$ cat config.mk
export PLATFORM = sky130hd
export DESIGN_NAME = control_instr_issue_flat
export DESIGN_NICKNAME = d
export VERILOG_FILES = /design/src/rtl/control_pkg.sv /design/src/rtl/control_instr_issue_if.sv /design/src/rtl/control_pc_reg.sv /design/src/rtl/control_instr_issue.sv /design/src/flat_wrapper.sv
export SDC_FILE = /design/constraint.sdc
export NUM_CORES = 1
export LEC_CHECK = 0
export CAP_MARGIN = 20
export CORE_MARGIN = 1.5
export CORE_UTILIZATION = 39
export CTS_CLUSTER_SIZE = 25
export DETAILED_ROUTE_END_ITERATION = 6
export GPL_TIMING_DRIVEN = 0
export PLACE_DENSITY = 0.69
export SYNTH_ARGS = -nofsm -noshare
export SYNTH_HDL_FRONTEND = slang
export SYNTH_HIERARCHICAL = 1
export SYNTH_SLANG_ARGS = --single-unit
$ cat constraint.sdc
create_clock -name clk -period 2 [get_ports clk]
set_input_delay 0.5 -clock clk [delete_from_list [all_inputs] [get_ports clk]]
set_output_delay 0.5 -clock clk [all_outputs]
set_load 0.005 [all_outputs]
$ cat src/rtl/control_pkg.sv
`default_nettype none
// +----------------------------------------------------------------------+
// | Package     : control_pkg                                            |
// | Description : Shared types and field constants for the instruction  |
// |               issue slice: FSM state encoding, instruction field     |
// |               bit positions and datapath widths.                     |
// | Revision    : 1.0                                                    |
// +----------------------------------------------------------------------+
package control_pkg;

  localparam int INSTR_W    = 16;
  localparam int PC_W       = 8;

  // Instruction field positions decoded straight off the captured word.
  localparam int OP_MSB     = 15;
  localparam int OP_LSB     = 14;
  localparam int FUNCT5_BIT = 5;
  localparam int FUNCT0_BIT = 0;

  typedef enum logic [1:0] {
    ST_IDLE  = 2'd0,
    ST_FETCH = 2'd1,
    ST_ISSUE = 2'd2
  } state_e;

endpackage : control_pkg
`default_nettype wire

$ cat src/rtl/control_instr_issue_if.sv
`default_nettype none
// +----------------------------------------------------------------------+
// | Interface   : control_instr_issue_if                                 |
// | Description : Bundles the instruction-memory, decoder, redirect and  |
// |               control signals of control_instr_issue.                |
// |   halt       : stop issuing after the current instruction           |
// |   imem_*     : instruction-memory request/ack/address/data          |
// |   dec_*      : decoder valid/ready handshake, instruction and PC    |
// |   op/funct*  : field slices of dec_instr                            |
// |   br_*       : redirect request and target PC                       |
// |   issue_cnt  : count of instructions accepted by the decoder        |
// |   master     : issue-block side, slave : environment side           |
// | Revision    : 1.0                                                    |
// +----------------------------------------------------------------------+
interface control_instr_issue_if;
  import control_pkg::*;

  logic               halt;
  logic               imem_req;
  logic [PC_W-1:0]    imem_addr;
  logic               imem_ack;
  logic [INSTR_W-1:0] imem_rdata;
  logic               dec_valid;
  logic               dec_ready;
  logic [INSTR_W-1:0] dec_instr;
  logic [1:0]         op;
  logic               funct5;
  logic               funct0;
  logic [PC_W-1:0]    dec_pc;
  logic               br_taken;
  logic [PC_W-1:0]    br_target;
  logic [15:0]        issue_cnt;

  modport master (
    input  halt, imem_ack, imem_rdata, dec_ready, br_taken, br_target,
    output imem_req, imem_addr, dec_valid, dec_instr, op, funct5, funct0,
           dec_pc, issue_cnt
  );

  modport slave (
    output halt, imem_ack, imem_rdata, dec_ready, br_taken, br_target,
    input  imem_req, imem_addr, dec_valid, dec_instr, op, funct5, funct0,
           dec_pc, issue_cnt
  );

endinterface : control_instr_issue_if
`default_nettype wire

$ cat src/rtl/control_pc_reg.sv
`default_nettype none
// +----------------------------------------------------------------------+
// | Module      : control_pc_reg                                         |
// | Description : Program counter register. Load (redirect) has priority |
// |               over increment; increment wraps modulo 2**PC_W.        |
// |   clk, rst   : clock, asynchronous active-high reset                |
// |   load       : load load_val into the PC                            |
// |   load_val   : redirect target                                      |
// |   inc        : advance PC by one                                    |
// |   pc         : current PC                                           |
// | Revision    : 1.0                                                    |
// +----------------------------------------------------------------------+
module control_pc_reg
  import control_pkg::*;
#(
  parameter logic [PC_W-1:0] RESET_PC = '0
) (
  input  wire logic            clk,
  input  wire logic            rst,
  input  wire logic            load,
  input  wire logic [PC_W-1:0] load_val,
  input  wire logic            inc,
  output logic      [PC_W-1:0] pc
);

  logic [PC_W-1:0] r_pc;

  always_ff @(posedge clk or posedge rst) begin
    if (rst) begin
      r_pc <= RESET_PC;
    end else if (load) begin
      r_pc <= load_val;
    end else if (inc) begin
      r_pc <= r_pc + PC_W'(1);
    end
  end

  assign pc = r_pc;

endmodule : control_pc_reg
`default_nettype wire

$ cat src/rtl/control_instr_issue.sv
`default_nettype none
// +----------------------------------------------------------------------+
// | Module      : control_instr_issue                                    |
// | Description : Fetches one instruction at a time from instruction     |
// |               memory and presents it to the decoder. Handles branch  |
// |               redirects in every state, halt between instructions    |
// |               and counts decoder acceptances.                        |
// |   clk, rst   : clock, asynchronous active-high reset                |
// |   bus        : control_instr_issue_if master modport (memory,       |
// |                decoder, redirect, halt and issue count)              |
// | Revision    : 1.0                                                    |
// +----------------------------------------------------------------------+
module control_instr_issue
  import control_pkg::*;
#(
  parameter logic [PC_W-1:0] RESET_PC = 8'h00
) (
  input  wire logic               clk,
  input  wire logic               rst,
  control_instr_issue_if.master   bus
);

  localparam logic [1:0] S_IDLE  = ST_IDLE;
  localparam logic [1:0] S_FETCH = ST_FETCH;
  localparam logic [1:0] S_ISSUE = ST_ISSUE;

  logic [1:0]         r_state;
  logic               r_redir_pend;
  logic [PC_W-1:0]    r_redir_tgt;
  logic [INSTR_W-1:0] r_dec_instr;
  logic [PC_W-1:0]    r_dec_pc;
  logic [15:0]        r_issue_cnt;

  logic [1:0]         w_state_nxt;
  logic               w_pc_load;
  logic [PC_W-1:0]    w_pc_load_val;
  logic               w_pc_inc;
  logic               w_capture;
  logic               w_accept;
  logic               w_pend_set;
  logic               w_pend_clr;
  logic [PC_W-1:0]    w_pc;

  control_pc_reg #(
    .RESET_PC (RESET_PC)
  ) u_pc_reg (
    .clk      (clk),
    .rst      (rst),
    .load     (w_pc_load),
    .load_val (w_pc_load_val),
    .inc      (w_pc_inc),
    .pc       (w_pc)
  );

  always_comb begin
    w_state_nxt   = r_state;
    w_pc_load     = 1'b0;
    w_pc_load_val = bus.br_target;
    w_pc_inc      = 1'b0;
    w_capture     = 1'b0;
    w_accept      = 1'b0;
    w_pend_set    = 1'b0;
    w_pend_clr    = 1'b0;
    case (r_state)
      S_IDLE: begin
        // Memory acks arriving here belong to an abandoned request and
        // are ignored.
        if (bus.br_taken) begin
          w_pc_load = 1'b1;
        end
        if (!bus.halt) begin
          w_state_nxt = S_FETCH;
        end
      end
      S_FETCH: begin
        if (bus.imem_ack) begin
          if (bus.br_taken) begin
            // Fresh redirect wins over both the data and any stored target.
            w_pc_load  = 1'b1;
            w_pend_clr = 1'b1;
          end else if (r_redir_pend) begin
            // Data belongs to the wrong path; re-fetch at the stored target.
            w_pc_load     = 1'b1;
            w_pc_load_val = r_redir_tgt;
            w_pend_clr    = 1'b1;
          end else begin
            w_capture   = 1'b1;
            w_state_nxt = S_ISSUE;
          end
        end else if (bus.br_taken) begin
          // Address must stay stable until the ack, so only remember the
          // target for now.
          w_pend_set = 1'b1;
        end
      end
      S_ISSUE: begin
        if (bus.br_taken) begin
          w_pc_load   = 1'b1;
          w_state_nxt = S_FETCH;
        end else if (bus.dec_ready) begin
          w_accept    = 1'b1;
          w_pc_inc    = 1'b1;
          w_state_nxt = bus.halt ? S_IDLE : S_FETCH;
        end
      end
      default: begin
        w_state_nxt = S_IDLE;
      end
    endcase
  end

  always_ff @(posedge clk or posedge rst) begin
    if (rst) begin
      r_state      <= S_IDLE;
      r_redir_pend <= 1'b0;
      r_redir_tgt  <= '0;
      r_dec_instr  <= '0;
      r_dec_pc     <= '0;
      r_issue_cnt  <= '0;
    end else begin
      r_state <= w_state_nxt;
      if (w_pend_set) begin
        r_redir_pend <= 1'b1;
        r_redir_tgt  <= bus.br_target;
      end else if (w_pend_clr) begin
        r_redir_pend <= 1'b0;
      end
      if (w_capture) begin
        r_dec_instr <= bus.imem_rdata;
        r_dec_pc    <= w_pc;
      end
      if (w_accept) begin
        r_issue_cnt <= r_issue_cnt + 16'd1;
      end
    end
  end

  assign bus.imem_req  = (r_state == S_FETCH);
  assign bus.imem_addr = w_pc;
  assign bus.dec_valid = (r_state == S_ISSUE);
  assign bus.dec_instr = r_dec_instr;
  assign bus.op        = r_dec_instr[OP_MSB:OP_LSB];
  assign bus.funct5    = r_dec_instr[FUNCT5_BIT];
  assign bus.funct0    = r_dec_instr[FUNCT0_BIT];
  assign bus.dec_pc    = r_dec_pc;
  assign bus.issue_cnt = r_issue_cnt;

endmodule : control_instr_issue
`default_nettype wire

$ cat src/flat_wrapper.sv
// flat-port wrapper written by rule: the top's interface ports become plain ports
module control_instr_issue_flat import control_pkg::*;
#(
  parameter logic [PC_W-1:0] RESET_PC = 8'h00
)
  (clk, rst, bus_halt, bus_imem_ack, bus_imem_rdata, bus_dec_ready, bus_br_taken, bus_br_target, bus_imem_req, bus_imem_addr, bus_dec_valid, bus_dec_instr, bus_op, bus_funct5, bus_funct0, bus_dec_pc, bus_issue_cnt);
  control_instr_issue_if bus_i ();
  input  wire logic clk;
  input  wire logic rst;
  input wire logic [$bits(bus_i.halt)-1:0] bus_halt;
  input wire logic [$bits(bus_i.imem_ack)-1:0] bus_imem_ack;
  input wire logic [$bits(bus_i.imem_rdata)-1:0] bus_imem_rdata;
  input wire logic [$bits(bus_i.dec_ready)-1:0] bus_dec_ready;
  input wire logic [$bits(bus_i.br_taken)-1:0] bus_br_taken;
  input wire logic [$bits(bus_i.br_target)-1:0] bus_br_target;
  output wire logic [$bits(bus_i.imem_req)-1:0] bus_imem_req;
  output wire logic [$bits(bus_i.imem_addr)-1:0] bus_imem_addr;
  output wire logic [$bits(bus_i.dec_valid)-1:0] bus_dec_valid;
  output wire logic [$bits(bus_i.dec_instr)-1:0] bus_dec_instr;
  output wire logic [$bits(bus_i.op)-1:0] bus_op;
  output wire logic [$bits(bus_i.funct5)-1:0] bus_funct5;
  output wire logic [$bits(bus_i.funct0)-1:0] bus_funct0;
  output wire logic [$bits(bus_i.dec_pc)-1:0] bus_dec_pc;
  output wire logic [$bits(bus_i.issue_cnt)-1:0] bus_issue_cnt;
  assign bus_i.halt = bus_halt;
  assign bus_i.imem_ack = bus_imem_ack;
  assign bus_i.imem_rdata = bus_imem_rdata;
  assign bus_i.dec_ready = bus_dec_ready;
  assign bus_i.br_taken = bus_br_taken;
  assign bus_i.br_target = bus_br_target;
  assign bus_imem_req = bus_i.imem_req;
  assign bus_imem_addr = bus_i.imem_addr;
  assign bus_dec_valid = bus_i.dec_valid;
  assign bus_dec_instr = bus_i.dec_instr;
  assign bus_op = bus_i.op;
  assign bus_funct5 = bus_i.funct5;
  assign bus_funct0 = bus_i.funct0;
  assign bus_dec_pc = bus_i.dec_pc;
  assign bus_issue_cnt = bus_i.issue_cnt;
  control_instr_issue #(.RESET_PC(RESET_PC)) u_core (.clk(clk), .rst(rst), .bus(bus_i));
endmodule
==> results by group, run 1 <==
Timing
  • Final setup viols: 0
  • Final Hold Viols: 0
  • Slew @ Worst Pin: 518 ps
  • Min Hold Slack: 474 ps
  • Post-layout min period: 1930 ps
  • Setup Skew: 8.16 ps
  • Final worst-path cycle share: 96.6%
  • Max-slew violation count: 0
  • Achievable Freq: 518 MHz
  • Setup ws final: 68.6 ps
  • Relative slew slack: 65.4%
  • RSZ-0062 raised after global routing: false

Drt
  • Final ANT Viol Nets: 0
  • DRT Pass-1 Iters: 4
  • DRC viols: 0
  • Iter 0 DRT Violations: 72
  • Vias per cell: 4.76
  • Final WL: 5570 um
  • WL/cell: 13.5 um
  • Vias: 1960

Place
  • GPL Wtd Cong: 0.820
  • Dpl hpwl: 4030 um
  • Post-Place Cells: 394
  • Port Buffers: 83
  • Pre-CTS setup slack: -521 ps

Critical path
  • Setup CP Type: reg2out
  • CP Cell Sequence: buf_6, nor2_1, clkdlybuf4s50_1
  • Critical Path Start Type: register
  • Slowest-stage cell, CP: clkdlybuf4s50_1
  • Required @ worst endpoint: 1500 ps
  • Critical Path Max Stage Delay: 520 ps
  • Crit-path max FO: 9
  • Critical Path End Type: output port
  • Arrival @ worst endpoint: 1430 ps

Synth
  • Post-synth ARST share: 100%
  • Synth top area share: 51.8%
  • Cells after Synth: 214
  • Synth top cells by count: dfrtp_1 (59), mux2_4 (27), nand2_1 (17), mux2_2 (14), xnor2_1 (10)
  • Area leader, netlist: dfrtp_1
  • Ys Warns: 6
  • Synth unique cells: 37
  • Synthesized flop and latch total: 59
  • Syn Area/Cell: 13.3 sq um
  • Count leader, synth: dfrtp_1
  • Dominant synthesized flop cell: dfrtp_1
  • Synth area leaders: dfrtp_1 (52%), mux2_4 (14%), mux2_2 (5.5%), xnor2_1 (3.1%), xor2_1 (2.8%)
  • Sequential share of the synthesized area: 51.8%
  • Cell Area, Synth: 0.00285 sq mm
  • Syn Nets: 246
  • Post-synth EDFFs: 0

Layout
  • Fill cell count: 594
  • NumNets Final: 343
  • Fraction of layout cells with a size suffix above 1: 26.9%
  • Area added between synthesis and finish: 42.0%
  • Fin cells: 412
  • N_diodes: 0

CTS
  • CTS tree: done
  • Num CTS Buffers: 9
  • Clock-pin slew on the worst setup and hold paths: 70 ps
  • # clock sinks: 59
  • Clock insertion delay at the later pin of the skew report: 330 ps
  • Hold Buf Count CTS: 0
  • Clock tree buffer depth: 2
  • Clock root buffer: clkbuf_8
  • Max H-tree Level: 3

Power and ir drop
  • Power Internal: 3.72 mW
  • PD cells: 1270 mW/mm^2
  • Seq pwr share: 38.6%
  • Total power: 5.12 mW
  • Share of power burned in the clock network: 22.5%
  • LEAKAGE: 1.82 nW
  • Switching Fraction: 27.3%
  • NetSw: 1.40 mW
  • Peak supply drop: 0.000412 V
  • Comb power frac: 39.0%

Floorplanning
  • Die Area: 0.00782 sq mm
  • Initial core utilization: 41.0%
  • Die width: 88.5 um
  • Core box area: 0.00694 sq mm
  • Die Ht: 88.5 um
  • Standard-cell rows: 30
  • Boundary Pins: 84

GRT
  • GRT overflow: 0
  • Largest net degree at the start of global routing: 31
  • Gr usage total: 14.9%
  • Vias in the first global route: 1924
  • Initial antenna violation count: 0
  • First-pass GRT wire length: 8900 um

Run status
  • Status: finished, final reports clean

Hold path
  • Hold Crit Class: in2async

Run
  • Max_cap viols: 0
worst paths after layout:
path / start / to / slack [ps] / cells past startpoint
max reg2reg: u_core/r_state[1] / u_core/u_pc_reg/pc[7] / 270 / 8
max in group asynchronous: rst / u_core/r_state[1] / 880 / 3
max: u_core/r_state[0] / bus_dec_valid / 70 / 3
min in group clk: u_core/bus.issue_cnt[15] / u_core/bus.issue_cnt[15] / 470 / 1
min reg2reg: u_core/bus.issue_cnt[15] / u_core/bus.issue_cnt[15] / 470 / 1
min: rst / u_core/u_pc_reg/pc[6] / 470 / 2
through the flow:
| step | TNS, ps | instance area [sq um] | util, % |
|---|---|---|---|
| finish | 0 | 4050 | 58.3 |
| global route | 0 | 4050 | 58.3 |
| CTS | 0 | 4030 | 58.1 |
| detailed placement | -6400 | 3820 | 55.0 |
| global placement | -47840 | 3800 | 54.7 |
| floorplan | 0 | 2850 | - |
cell type report:
type	instances	area [sq um]	area share (%)
sequential	59	1480	36.5
multi-input combinational	137	1230	30.5
clock buffer	10	128	3.15
buffer	12	116	2.88
timing repair buffer	87	871	21.5
clock inverter	6	80.1	1.98
inverter	5	18.8	0.464
tap	96	120	2.97
logic make-up (layout without fill, tap and decap cells):
logic type      Yosys count  in the layout  synth area share (%)
mux                      42             42                  20.1
simple gates             58             58                  13.4
xor+xnor                 19             19                  5.84
compound gates           16             16                  3.08
buf+inv                  18            120                  4.83
flops                    59             59                  51.8
fa+ha+maj                 2              2                 0.879
worst max-delay path, delay by kind of cell (launching register included):
family                 cells  cell delay, ps
and+or+nand+nor            1              80
DFF                        1             370
buffers and inverters      2             650
cells in the final DEF, fill, tap and decap left out, drive strengths merged, types with 3 or more instances in the layout:
cell,n
clkdlybuf4s50,81
clkinv,4
nor2b,4
clkbuf,12
a21oi,4
buf,14
mux2,41
inv,5
dfrtp,59
xor2,9
and3,3
nand4,8
or4,3
o21ai,9
nand2,17
nor2,7
xnor2,10
nand3,10
power by group through the flow:
stage	logic, mW	registers, mW	clock network (mW)
after global routing	2.17	2.04	1.24
after global placement	1.96	1.98	0
after floorplan	0.990	1.98	0
after CTS	2.00	1.98	1.19
final	1.99	1.98	1.15
after detailed placement	2.00	2.00	0
routing by layer:
| metal | vias to the layer above | wire length (um) | part of all wire [%] | global-route usage, % |
|---|---|---|---|---|
| li1 | 938 | - | - | - |
| met1 | 948 | 2470 | 44 | 18.3 |
| met2 | 70 | 2600 | 47 | 24.2 |
| met3 | 4 | 461 | 8.3 | 6.72 |
| met4 | 0 | 36 | 0.65 | 3.55 |
| met5 | - | 0 | 0 | 0 |
repair_timing:
action,4_1_cts,5_1_grt
setup endpoints to repair,10,9
gates resized for setup,4,2
buffers inserted,1,2
pin swaps,1,0
hold endpoints to repair,0,0
registers in the layout, indices dropped and copies added (netlist names):
signal and count:
u_core/r_state 2, u_core/bus.dec_instr 16, u_core/u_pc_reg/pc 8, u_core/r_redir_pend 1
u_core/bus.dec_pc 8, u_core/r_redir_tgt 8, u_core/bus.issue_cnt 16
Power figures use the tool's default switching activity.
==> run 2: changes to the inputs <==
Settings changed: ABC_CLOCK_PERIOD_IN_PS set to 2000.
==> results of run 2 <==
Final layout, timing and power as in run 1 (identical DEF).
